$ cat src/rtl/uart_word_tx_if.sv
// ============================================================================
// Module   : uart_word_tx_if
// Purpose  : Word handshake plus UART line/status bundle for uart_word_tx.
// Revision : 1.0 - initial release
// ============================================================================
`default_nettype none

interface uart_word_tx_if;
    logic        word_valid;
    logic [31:0] word_in;
    logic        word_ready;
    logic        tx_serial;
    logic        tx_busy;
    logic        tx_done;
    logic [1:0]  byte_index;

    modport master (
        output word_valid,
        output word_in,
        input  word_ready,
        input  tx_serial,
        input  tx_busy,
        input  tx_done,
        input  byte_index
    );

    modport slave (
        input  word_valid,
        input  word_in,
        output word_ready,
        output tx_serial,
        output tx_busy,
        output tx_done,
        output byte_index
    );
endinterface

`default_nettype wire

$ cat src/rtl/uart_word_tx.sv
// ============================================================================
// Module   : uart_word_tx
// Purpose  : Serializes a 32-bit word as four little-endian 8N1 UART bytes.
// Revision : 1.0 - initial release
// ============================================================================
`default_nettype none

module uart_word_tx #(
    parameter int CLKS_PER_BIT = 10416
) (
    input  wire logic      clk,
    input  wire logic      reset,
    uart_word_tx_if.slave  bus
);

    localparam int              c_BW        = (CLKS_PER_BIT > 1) ? $clog2(CLKS_PER_BIT) : 1;
    localparam logic [c_BW-1:0] c_BAUD_LAST = c_BW'(CLKS_PER_BIT - 1);

    localparam logic [1:0] c_S_IDLE  = 2'd0;
    localparam logic [1:0] c_S_START = 2'd1;
    localparam logic [1:0] c_S_DATA  = 2'd2;
    localparam logic [1:0] c_S_STOP  = 2'd3;

    logic [1:0]      r_state;
    logic [c_BW-1:0] r_baud;
    logic [2:0]      r_bit;
    logic [1:0]      r_idx;
    logic [31:0]     r_shift;
    logic            r_serial;
    logic            r_busy;
    logic            r_done;

    logic [1:0]      w_state_nxt;
    logic [c_BW-1:0] w_baud_nxt;
    logic [2:0]      w_bit_nxt;
    logic [1:0]      w_idx_nxt;
    logic [31:0]     w_shift_nxt;
    logic            w_serial_nxt;
    logic            w_busy_nxt;
    logic            w_done_nxt;
    logic            w_tick;

    assign w_tick = (r_baud == c_BAUD_LAST);

    always_ff @(posedge clk) begin
        if (reset) begin
            r_state  <= c_S_IDLE;
            r_baud   <= '0;
            r_bit    <= '0;
            r_idx    <= '0;
            r_shift  <= '0;
            r_serial <= 1'b1;
            r_busy   <= 1'b0;
            r_done   <= 1'b0;
        end else begin
            r_state  <= w_state_nxt;
            r_baud   <= w_baud_nxt;
            r_bit    <= w_bit_nxt;
            r_idx    <= w_idx_nxt;
            r_shift  <= w_shift_nxt;
            r_serial <= w_serial_nxt;
            r_busy   <= w_busy_nxt;
            r_done   <= w_done_nxt;
        end
    end

    // The shift register drops one bit per data bit, so the byte on the line
    // is always r_shift[7:0] and the next byte slides down automatically.
    always_comb begin
        w_state_nxt = r_state;
        w_baud_nxt  = r_baud;
        w_bit_nxt   = r_bit;
        w_idx_nxt   = r_idx;
        w_shift_nxt = r_shift;
        case (r_state)
            c_S_IDLE: begin
                w_baud_nxt = '0;
                w_bit_nxt  = '0;
                w_idx_nxt  = '0;
                if (bus.word_valid) begin
                    w_shift_nxt = bus.word_in;
                    w_state_nxt = c_S_START;
                end
            end
            c_S_START: begin
                if (w_tick) begin
                    w_baud_nxt  = '0;
                    w_bit_nxt   = '0;
                    w_state_nxt = c_S_DATA;
                end else begin
                    w_baud_nxt = r_baud + 1'b1;
                end
            end
            c_S_DATA: begin
                if (w_tick) begin
                    w_baud_nxt  = '0;
                    w_shift_nxt = {1'b0, r_shift[31:1]};
                    if (r_bit == 3'd7) begin
                        w_state_nxt = c_S_STOP;
                    end else begin
                        w_bit_nxt = r_bit + 3'd1;
                    end
                end else begin
                    w_baud_nxt = r_baud + 1'b1;
                end
            end
            default: begin
                if (w_tick) begin
                    w_baud_nxt = '0;
                    if (r_idx == 2'd3) begin
                        w_idx_nxt   = '0;
                        w_state_nxt = c_S_IDLE;
                    end else begin
                        w_idx_nxt   = r_idx + 2'd1;
                        w_state_nxt = c_S_START;
                    end
                end else begin
                    w_baud_nxt = r_baud + 1'b1;
                end
            end
        endcase
    end

    // Outputs are decoded from the next state and registered, so the line
    // level always lines up with the state it belongs to.
    always_comb begin
        w_serial_nxt = 1'b1;
        w_busy_nxt   = (w_state_nxt != c_S_IDLE);
        w_done_nxt   = (r_state == c_S_STOP) && (w_state_nxt == c_S_IDLE);
        case (w_state_nxt)
            c_S_START: w_serial_nxt = 1'b0;
            c_S_DATA:  w_serial_nxt = w_shift_nxt[0];
            default:   w_serial_nxt = 1'b1;
        endcase
    end

    assign bus.word_ready = (r_state == c_S_IDLE);
    assign bus.tx_serial  = r_serial;
    assign bus.tx_busy    = r_busy;
    assign bus.tx_done    = r_done;
    assign bus.byte_index = r_idx;

endmodule

`default_nettype wire

$ cat src/flat_wrapper.sv
// flat-port wrapper written by rule: the top's interface ports become plain ports
module uart_word_tx_flat 
#(
    parameter int CLKS_PER_BIT = 10416
)
  (clk, reset, bus_word_valid, bus_word_in, bus_word_ready, bus_tx_serial, bus_tx_busy, bus_tx_done, bus_byte_index);
  uart_word_tx_if bus_i ();
  input  wire logic clk;
  input  wire logic reset;
  input wire logic [$bits(bus_i.word_valid)-1:0] bus_word_valid;
  input wire logic [$bits(bus_i.word_in)-1:0] bus_word_in;
  output wire logic [$bits(bus_i.word_ready)-1:0] bus_word_ready;
  output wire logic [$bits(bus_i.tx_serial)-1:0] bus_tx_serial;
  output wire logic [$bits(bus_i.tx_busy)-1:0] bus_tx_busy;
  output wire logic [$bits(bus_i.tx_done)-1:0] bus_tx_done;
  output wire logic [$bits(bus_i.byte_index)-1:0] bus_byte_index;
  assign bus_i.word_valid = bus_word_valid;
  assign bus_i.word_in = bus_word_in;
  assign bus_word_ready = bus_i.word_ready;
  assign bus_tx_serial = bus_i.tx_serial;
  assign bus_tx_busy = bus_i.tx_busy;
  assign bus_tx_done = bus_i.tx_done;
  assign bus_byte_index = bus_i.byte_index;
  uart_word_tx #(.CLKS_PER_BIT(CLKS_PER_BIT)) u_core (.clk(clk), .reset(reset), .bus(bus_i));
endmodule
$ cat config.mk
export PLATFORM = sky130hd
export DESIGN_NAME = uart_word_tx_flat
export DESIGN_NICKNAME = d
export VERILOG_FILES = /design/src/rtl/uart_word_tx_if.sv /design/src/rtl/uart_word_tx.sv /design/src/flat_wrapper.sv
export SDC_FILE = /design/constraint.sdc
export NUM_CORES = 1
export LEC_CHECK = 0
export CAP_MARGIN = 20
export CORE_ASPECT_RATIO = 1.1
export CORE_UTILIZATION = 25
export CTS_CLUSTER_DIAMETER = 120
export DETAILED_ROUTE_END_ITERATION = 7
export GPL_TIMING_DRIVEN = 0
export SLEW_MARGIN = 20
export SYNTH_ARGS = -nofsm -noshare
export SYNTH_HDL_FRONTEND = slang
export SYNTH_SLANG_ARGS = --single-unit
$ cat constraint.sdc
create_clock -name clk -period 7.1 [get_ports clk]
set_clock_uncertainty 0.2 [all_clocks]
set_input_delay 1.42 -clock clk [delete_from_list [all_inputs] [get_ports clk]]
set_output_delay 1.42 -clock clk [all_outputs]
set_load 0.01 [all_outputs]
# ---- Yosys cells after proc, flatten, opt, wreduce, memory -nomap -nowiden
# Cells that the tools add are included.
dict set report op_classes {
  order_cmp 0
  div_mod_pow 0
  bitwise 1
  addsub 3
  n_shift 0
  n_eq_ne 12
  reduce_logical 12
  muxes 18
  n_mul 0
}
# op n
set op_table {}
lappend op_table {{$mux W32} 2}
lappend op_table {{$pmux W32 S2} 1}
lappend op_table {{$add A14 B1 Y14 const B} 1}
lappend op_table {{$eq A14 B14 Y1 const B} 1}
lappend op_table {{$mux W2} 7}
lappend op_table {{$mux W3} 3}
lappend op_table {{$pmux W3 S3} 1}
lappend op_table {{$eq A2 B2 Y1 const B} 4}
lappend op_table {{$pmux W2 S3} 1}
lappend op_table {{$reduce_bool A2 Y1} 3}
lappend op_table {{$eq A2 B1 Y1 const B} 2}
lappend op_table {{$logic_not A2 Y1} 2}
lappend op_table {{$ne A2 B1 Y1 const B} 2}
lappend op_table {{$ne A2 B2 Y1 const B} 2}
lappend op_table {{$pmux W2 S2} 1}
lappend op_table {{$reduce_and A4 Y1} 1}
lappend op_table {{$add A3 B1 Y3 const B} 1}
lappend op_table {{$eq A3 B3 Y1 const B} 1}
lappend op_table {{$reduce_and A3 Y1} 1}
lappend op_table {{$reduce_bool A3 Y1} 1}
lappend op_table {{$reduce_or A3 Y1} 1}
lappend op_table {{$add A2 B1 Y2 const B} 1}
lappend op_table {{$pmux W1 S2} 1}
lappend op_table {{$reduce_and A2 Y1} 1}
lappend op_table {{4 further kinds} 4}
dict set report totals {
  memories 0
  wordCells 55
  mem_bits_rw 0
  input_bits 35
  rom_bits 0
  output_inout_bits 6
  regBits 56
  latchBits 0
}

# ---- Longest topological paths before layout
# Gate-level depths: netlist of run 1.
dict set report depth {
  word_depth 6
  depth_mapped 8
  depth_no_buf 7
}

# ---- Worst setup path before layout of run 1
# Ideal clock, no wire load.
dict set report synth_path {
  kind {input port to flip-flop}
  start {in bus_word_valid}
  end {reg u_core.r_serial, in the netlist u_core.bus.tx_serial}
  t_arrival_ns 2.374
  path_slack_ns 4.382
  stages 5
  path_cell_list {nor2b_1 -> or3_1 -> a221o_1 -> a211oi_1 -> a41oi_1}
}
dict set report synth_via {
  elab_chain_len 4
}
# element line_no
set synth_lines {}
lappend synth_lines {{from (decl)} flat_wrapper.sv:10} ;# input wire logic [$bits(bus_i.word_valid)-1:0] bus_word_valid;
lappend synth_lines {{$mux W2} uart_word_tx.sv:80} ;# if (bus.word_valid) begin
lappend synth_lines {{$pmux W2 S3} uart_word_tx.sv:75} ;# case (r_state)
lappend synth_lines {{$eq A2 B2 Y1 or $eq A2 B1 Y1 (tied branches)} uart_word_tx.sv:130} ;# case (w_state_nxt)
lappend synth_lines {{$pmux W1 S2 *} uart_word_tx.sv:130}
lappend synth_lines {{to (signal assigned)} uart_word_tx.sv:61} ;# r_serial <= w_serial_nxt;
lappend synth_lines {{to (decl)} uart_word_tx.sv:29} ;# logic r_serial;
# Every way passes the cells marked *; elsewhere a longest branch is shown, timed or not. The select of a mux whose other input is x is not followed.
# A chain may end at the register's enable or synchronous reset.

# ---- Final worst setup path of run 1
dict set report layout_path {
  start {reg u_core.r_state[0]}
  end {out bus_word_ready}
}
dict set report layout_via {
  elab_chain_len 1
}
# element line_no
set layout_lines {}
lappend layout_lines {{from (decl)} uart_word_tx.sv:24} ;# logic [1:0] r_state;
lappend layout_lines {{from (signal assigned)} uart_word_tx.sv:47} ;# r_state <= c_S_IDLE;
lappend layout_lines {{from (signal assigned)} uart_word_tx.sv:56} ;# r_state <= w_state_nxt;
lappend layout_lines {{$logic_not A2 Y1} uart_word_tx.sv:137} ;# assign bus.word_ready = (r_state == c_S_IDLE);
lappend layout_lines {{to (decl)} flat_wrapper.sv:12} ;# output wire logic [$bits(bus_i.word_ready)-1:0] bus_word_ready;
# No other way between the ends.

==> results of run 1 <==
-- sequential cells by signal (all words and copies together) (netlist names) --
| register | count |
|---|---|
| u_core.r_state | 2 |
| u_core.bus.tx_busy | 1 |
| u_core.bus.tx_serial | 1 |
| u_core.bus.byte_index | 2 |
| u_core.r_bit | 3 |
| u_core.bus.tx_done | 1 |
| u_core.r_baud | 14 |
| u_core.r_shift | 32 |
-- layer usage --
| layer | global-route usage | up-vias | share of wire |
|---|---|---|---|
| met3 | 0.0226 | 7 | 0.039 |
| met1 | 0.143 | 1102 | 0.45 |
| met4 | 0.0348 | 0 | 0.012 |
| met5 | 0 | - | 0 |
| li1 | - | 1154 | - |
| met2 | 0.189 | 39 | 0.50 |
-- power by group through the flow --
stage / Combinational (mW) / Clock (mW) / Sequential, mW
6_report: 0.123 / 0.308 / 0.346
5_1_grt: 0.135 / 0.329 / 0.349
4_1_cts: 0.125 / 0.317 / 0.346
3_5_place_dp: 0.125 / 0 / 0.353
3_3_place_gp: 0.122 / 0 / 0.353
2_1_floorplan: 0.0846 / 0 / 0.351
-- logic make-up (layout without fill, tap and decap cells) --
logic type	after synthesis	after routing
buf+inv	29	75
compound gates	95	95
mux	1	1
fa+ha+maj	9	9
xor+xnor	10	10
simple gates	89	89
flops	56	56
-- area by class of cell --
class | instances | area, um^2
Buffer | 23 | 121
Clock buffer | 5 | 125
Clock inverter | 2 | 60.1
Fill cell | 1081 | 7010
Inverter | 6 | 22.5
Multi-Input combinational cell | 204 | 1470
Sequential cell | 56 | 1120
Tap cell | 143 | 179
Timing Repair Buffer | 39 | 390
-- through the flow --
step	instances	hold WS [ps]
6_report	478	261
5_1_grt	478	302
4_1_cts	478	266
3_5_place_dp	471	251
3_3_place_gp	471	242
2_1_floorplan	289	226
-- worst min-delay path by stage --
stage,from,end,slack [ps]
global route,u_core.r_shift[31]$_SDFFE_PP0P_,u_core.r_shift[31]$_SDFFE_PP0P_,300
detailed placement,u_core.r_baud[0]$_SDFF_PP0_,u_core.r_baud[0]$_SDFF_PP0_,250
global placement,u_core.r_baud[0]$_SDFF_PP0_,u_core.r_baud[0]$_SDFF_PP0_,240
floorplan,u_core.r_baud[0]$_SDFF_PP0_,u_core.r_baud[0]$_SDFF_PP0_,230
finish,u_core.r_baud[0]$_SDFF_PP0_,u_core.r_baud[0]$_SDFF_PP0_,260
CTS,u_core.r_baud[0]$_SDFF_PP0_,u_core.r_baud[0]$_SDFF_PP0_,270
-- cells in the final DEF (no fill, tap or decap), drive strengths merged, types with 2 or more instances in the layout --
| cell type | synthesis | final |
|---|---|---|
| a211oi | 33 | 33 |
| a21o | 2 | 2 |
| a21oi | 10 | 10 |
| a22oi | 30 | 30 |
| a31oi | 2 | 2 |
| buf | 8 | 8 |
| bufinv | 0 | 2 |
| clkbuf | 15 | 20 |
| clkdlybuf4s50 | 0 | 39 |
| dfxtp | 56 | 56 |
| ha | 9 | 9 |
| inv | 6 | 6 |
| nand2 | 7 | 7 |
| nand2b | 2 | 2 |
| nand3 | 4 | 4 |
| nand4 | 7 | 7 |
| nor2 | 49 | 49 |
| nor2b | 3 | 3 |
| nor4 | 2 | 2 |
| o21a | 2 | 2 |
| o21ai | 11 | 11 |
| or3 | 4 | 4 |
| xnor2 | 3 | 3 |
| xor2 | 7 | 7 |
-- critical path: cells and delay by family, from the launching register on --
kind / cells / cell delay [ps]
buffers and inverters: 2 / 730
adders and majority gates: 1 / 350
DFF: 1 / 360
==> flow_summary.yaml, run 1 <==
final_layout:
  area_delta_synth_final_pct: 27.6
  nNetsFinal: 379
  final_area_um2: 3480
  fin_util: 0.332
  diodes: 0
  drive_above_1_share: 0.137
logic_synthesis:
  synthTopCellsByArea: "dfxtp_1 41%, a211oi_2 13%, a22oi_1 8.2%, nor2_1 6.7%, ha_1 4.1%"
  synthAdderAreaFrac: 0.0412
  syn_area_um2: 2730
  synth.largest_area_cell: "dfxtp_1"
  synth_edf_count: 0
  ys.flop_type: "dfxtp_1"
  synth_top_family_by_area: "compound AO/OA/AOI/OAI gates"
  synth_seq_cells: 56
  syn_area_per_cell_um2: 9.45
  yosysMostFrequentCell: "dfxtp_1"
  synth_simple_gate_area_frac: 0.159
  netlist_instances: 289
  ys_seq_area_frac: 0.411
  synth_mux_area_frac: 0.00367
  synth_top_area_frac: 0.411
  syn-num-nets: 333
  ys_warn_count: 0
  synth_compound_area_frac: 0.301
  async_reset_ff_frac: 0
  yosysUniqueCellTypes: 44
  synth_xor_xnor_area_share: 0.0321
  synth_common_cells: "56 x dfxtp_1, 49 x nor2_1, 30 x a22oi_1"
run:
  max_cap_viol_count: 0
timing:
  slew_headroom: 0.410
  fin_crit_sh: 0.472
  hold_viol: 0
  min_period_ps: 3350
  fin_tns_setup_ps: 0
  setup_ws_ps: 3750
  setup_viol: 0
  slew_viol_final: 0
  max_freq_mhz: 299
  rsz0062_at_grt: "no"
  tightest_slew_ps: 877
route:
  ant_nets: 0
  drc_errors: 0
  drt_iter0_markers: 98
  routed_wl_um: 6030
  vias: 2302
  firstDrtPassIters: 4
  wire_per_inst_um: 12.6
  vias_per_cell: 4.82
placed_design:
  io_buffers: 39
  gp_congestion: 0.765
  place_ws_ps: 3630
  post_dp_cell_area_um2: 3300
  hpwl_um: 4340
global_route:
  grt_max_degree: 17
  overflow: 0
  grt_pass1_vias: 2222
  groute.usage.overall: 0.113
  antenna_found_initial: 0
  grt_first_pass_wirelength_um: 10200
pwr:
  p_switching_mw: 0.183
  ir_drop_mv: 0.117
  internal_power_mw: 0.595
  switching_share: 0.235
  total_power_mw: 0.778
  p_clk_frac: 0.397
  p_leak_nw: 1.17
  seq_power_share: 0.445
  combPwrFrac: 0.158
  powerDensity_nw_per_um2: 223
critical_path:
  worst_r2r_path_depth: 8
  setup.worst_path.start: "u_core.r_state[0]$_SDFF_PP0_"
  arrival_ps: 1730
  worstPathMaxFanout: 9
  end_kind: "output pin"
  r2r-end: "u_core.r_shift[2]$_SDFFE_PP0P_"
  cp-start-kind: "register"
  cpPeakStageDelay_ps: 600
  critical_path_class: "reg -> out"
  path_cells: "inv_1 -> ha_1 -> clkdlybuf4s50_1"
  r2r_slack_ps: 4260
  endpoint: "bus_word_ready"
  cp_slowest_cell: "clkdlybuf4s50_1"
  required_ps: 5480
  r2r-start: "u_core.r_baud[0]$_SDFF_PP0_"
floorplan:
  core_area_um2: 10500
  initial_core_util: 0.260
  die_height_um: 112
  row_count: 39
  die_x_um: 102
  top_level_ports: 41
  die-area_um2: 11300
clocking:
  cts_max_level: 2
  clk_pin_slew_ps: 70
  clock-root-buffer: "clkbuf_16"
  clock_sinks: 56
  ctsResizeCount: 0
  cts_max_path_buffers: 2
  cts_tree: "yes"
  post_cts_buffers: 0
  hold_buffers: 0
  clock_latency_ps: 290
  cts_buffers: 5
run_status:
  status: "finished clean"
worst_hold_path:
  min_path_type: "reg -> reg"
  min_path_cells: 1
Power figures use the tool's default switching activity.
==> run 2: changes to the inputs <==
==> constraint.sdc (replaced) <==
create_clock -name clk -period 2.82 [get_ports clk]
set_clock_uncertainty 0.2 [all_clocks]
set_input_delay 0.564 -clock clk [delete_from_list [all_inputs] [get_ports clk]]
set_output_delay 0.564 -clock clk [all_outputs]
set_load 0.01 [all_outputs]
==> flow_summary.yaml, run 2 (same netlist as run 1, synthesis figures left out) <==
run_status:
  status: "finished clean"
pwr:
  p_leak_nw: 1.18
  combPwrFrac: 0.162
  seq_power_share: 0.443
  internal_power_mw: 1.50
  switching_share: 0.235
  ir_drop_mv: 0.295
  powerDensity_nw_per_um2: 558
  total_power_mw: 1.97
  p_switching_mw: 0.463
  p_clk_frac: 0.395
timing:
  fin_crit_sh: 0.948
  whs_ps: 261
  slew_viol_final: 0
  min_period_ps: 2670
  setup_ws_ps: 148
  max_freq_mhz: 374
  slew_headroom: 0.527
  hold_viol: 0
  tightest_slew_ps: 709
  setup_viol: 0
  rsz0062_at_grt: "no"
final_layout:
  drive_above_1_share: 0.148
  nNetsFinal: 381
  area_delta_synth_final_pct: 29.1
  top_register: "u_core.r_shift"
  largest_reg_flops: 32
  layout_common_cells: "56 x dfxtp_1, 49 x nor2_1, 39 x clkdlybuf4s50_1"
  diodes: 0
  fin_util: 0.336
  layout_commonest_cell: "dfxtp_1"
  top_regs: "u_core.r_shift (32), u_core.r_baud (14), u_core.r_bit (3)"
  final_area_um2: 3520
global_route:
  overflow: 0
  grt_first_pass_wirelength_um: 10200
  groute.usage.overall: 0.112
  grt_pass1_vias: 2219
  grt_max_degree: 17
  antenna_found_initial: 0
route:
  wire_per_inst_um: 12.6
  drc_errors: 0
  firstDrtPassIters: 4
  drt_iter0_markers: 93
  vias: 2304
  ant_nets: 0
  vias_per_cell: 4.80
  routed_wl_um: 6070
floorplan:
  top_level_ports: 41
  die-area_um2: 11300
  die_x_um: 102
  initial_core_util: 0.260
  row_count: 39
  core_area_um2: 10500
  die_height_um: 112
critical_path:
  path_cells: "or4b_4 -> or4_1 -> buf_2 -> a211oi_4 -> buf_12 -> buf_6 -> nor2_1 -> a211oi_2"
  arrival_ps: 2670
  cp_slowest_cell: "or4b_4"
  cp-start-kind: "register"
  worstPathMaxFanout: 10
  end_kind: "register"
  critical_path_class: "reg -> reg"
  r2r_slack_ps: 150
  required_ps: 2820
  cpPeakStageDelay_ps: 590
clocking:
  cts_buffers: 5
  clock_latency_ps: 290
  cts_tree: "yes"
  cts_max_path_buffers: 2
  clock_sinks: 56
  cts_max_level: 2
  clk_pin_slew_ps: 60
  hold_buffers: 0
  clock-root-buffer: "clkbuf_16"
placed_design:
  post_dp_cell_area_um2: 3300
  gp_congestion: 0.765
  place_ws_ps: -14.8
  io_buffers: 39
  hpwl_um: 4340
worst_hold_path:
  min_path_type: "reg -> reg"
run:
  max_cap_viol_count: 0
run 2: routing by layer:
metal,up-vias,global-route usage,wire [um]
met5,-,0,0
met4,0,0.0348,75
met3,7,0.0226,233
met2,37,0.189,3000
met1,1102,0.143,2760
li1,1158,-,-
run 2: power groups by stage:
stage | clock network, mW | registers, mW | logic [mW]
2_1_floorplan | 0 | 0.884 | 0.213
5_1_grt | 0.829 | 0.879 | 0.347
3_5_place_dp | 0 | 0.890 | 0.314
6_report | 0.776 | 0.872 | 0.319
3_3_place_gp | 0 | 0.888 | 0.308
4_1_cts | 0.798 | 0.872 | 0.323
run 2: path summary, 6_finish.rpt:
check | cells past startpoint | start | endpoint
setup / recovery | 8 | u_core.r_baud[6]$_SDFF_PP0_ | u_core.r_shift[2]$_SDFFE_PP0P_
hold / removal | 1 | u_core.r_baud[0]$_SDFF_PP0_ | u_core.r_baud[0]$_SDFF_PP0_
setup reg to reg | 8 | u_core.r_baud[6]$_SDFF_PP0_ | u_core.r_shift[2]$_SDFFE_PP0P_
hold reg to reg | 1 | u_core.r_baud[0]$_SDFF_PP0_ | u_core.r_baud[0]$_SDFF_PP0_
run 2: timing repair:
action,4_1_cts,5_1_grt
setup endpoints to repair,41,42
setup buffers,1,1
cloned,0,0
pin swaps,1,0
gates resized for setup,1,1
run 2: final cells by class:
cell class	count	area, um^2
inverters	6	22.5
multi-input cells	204	1480
fillers	1079	6970
repair buffers	41	418
clock buffers	5	125
clock inverters	2	60.1
flip-flops and latches	56	1120
plain buffers	23	121
well taps	143	179
run 2: stage by stage:
stage | TNS (ps) | std cells
after floorplan | 0 | 289
after global placement | -295 | 471
after detailed placement | -229 | 471
after CTS | 0 | 479
after global routing | 0 | 480
final | 0 | 480
run 2: critical path, delay by kind of cell (launching register included):
kind / cells / cell delay, ps
AO/OA/AOI/OAI: 2 / 430
flip-flops: 1 / 360
buffers and inverters: 3 / 480
AND/OR/NAND/NOR: 3 / 1120
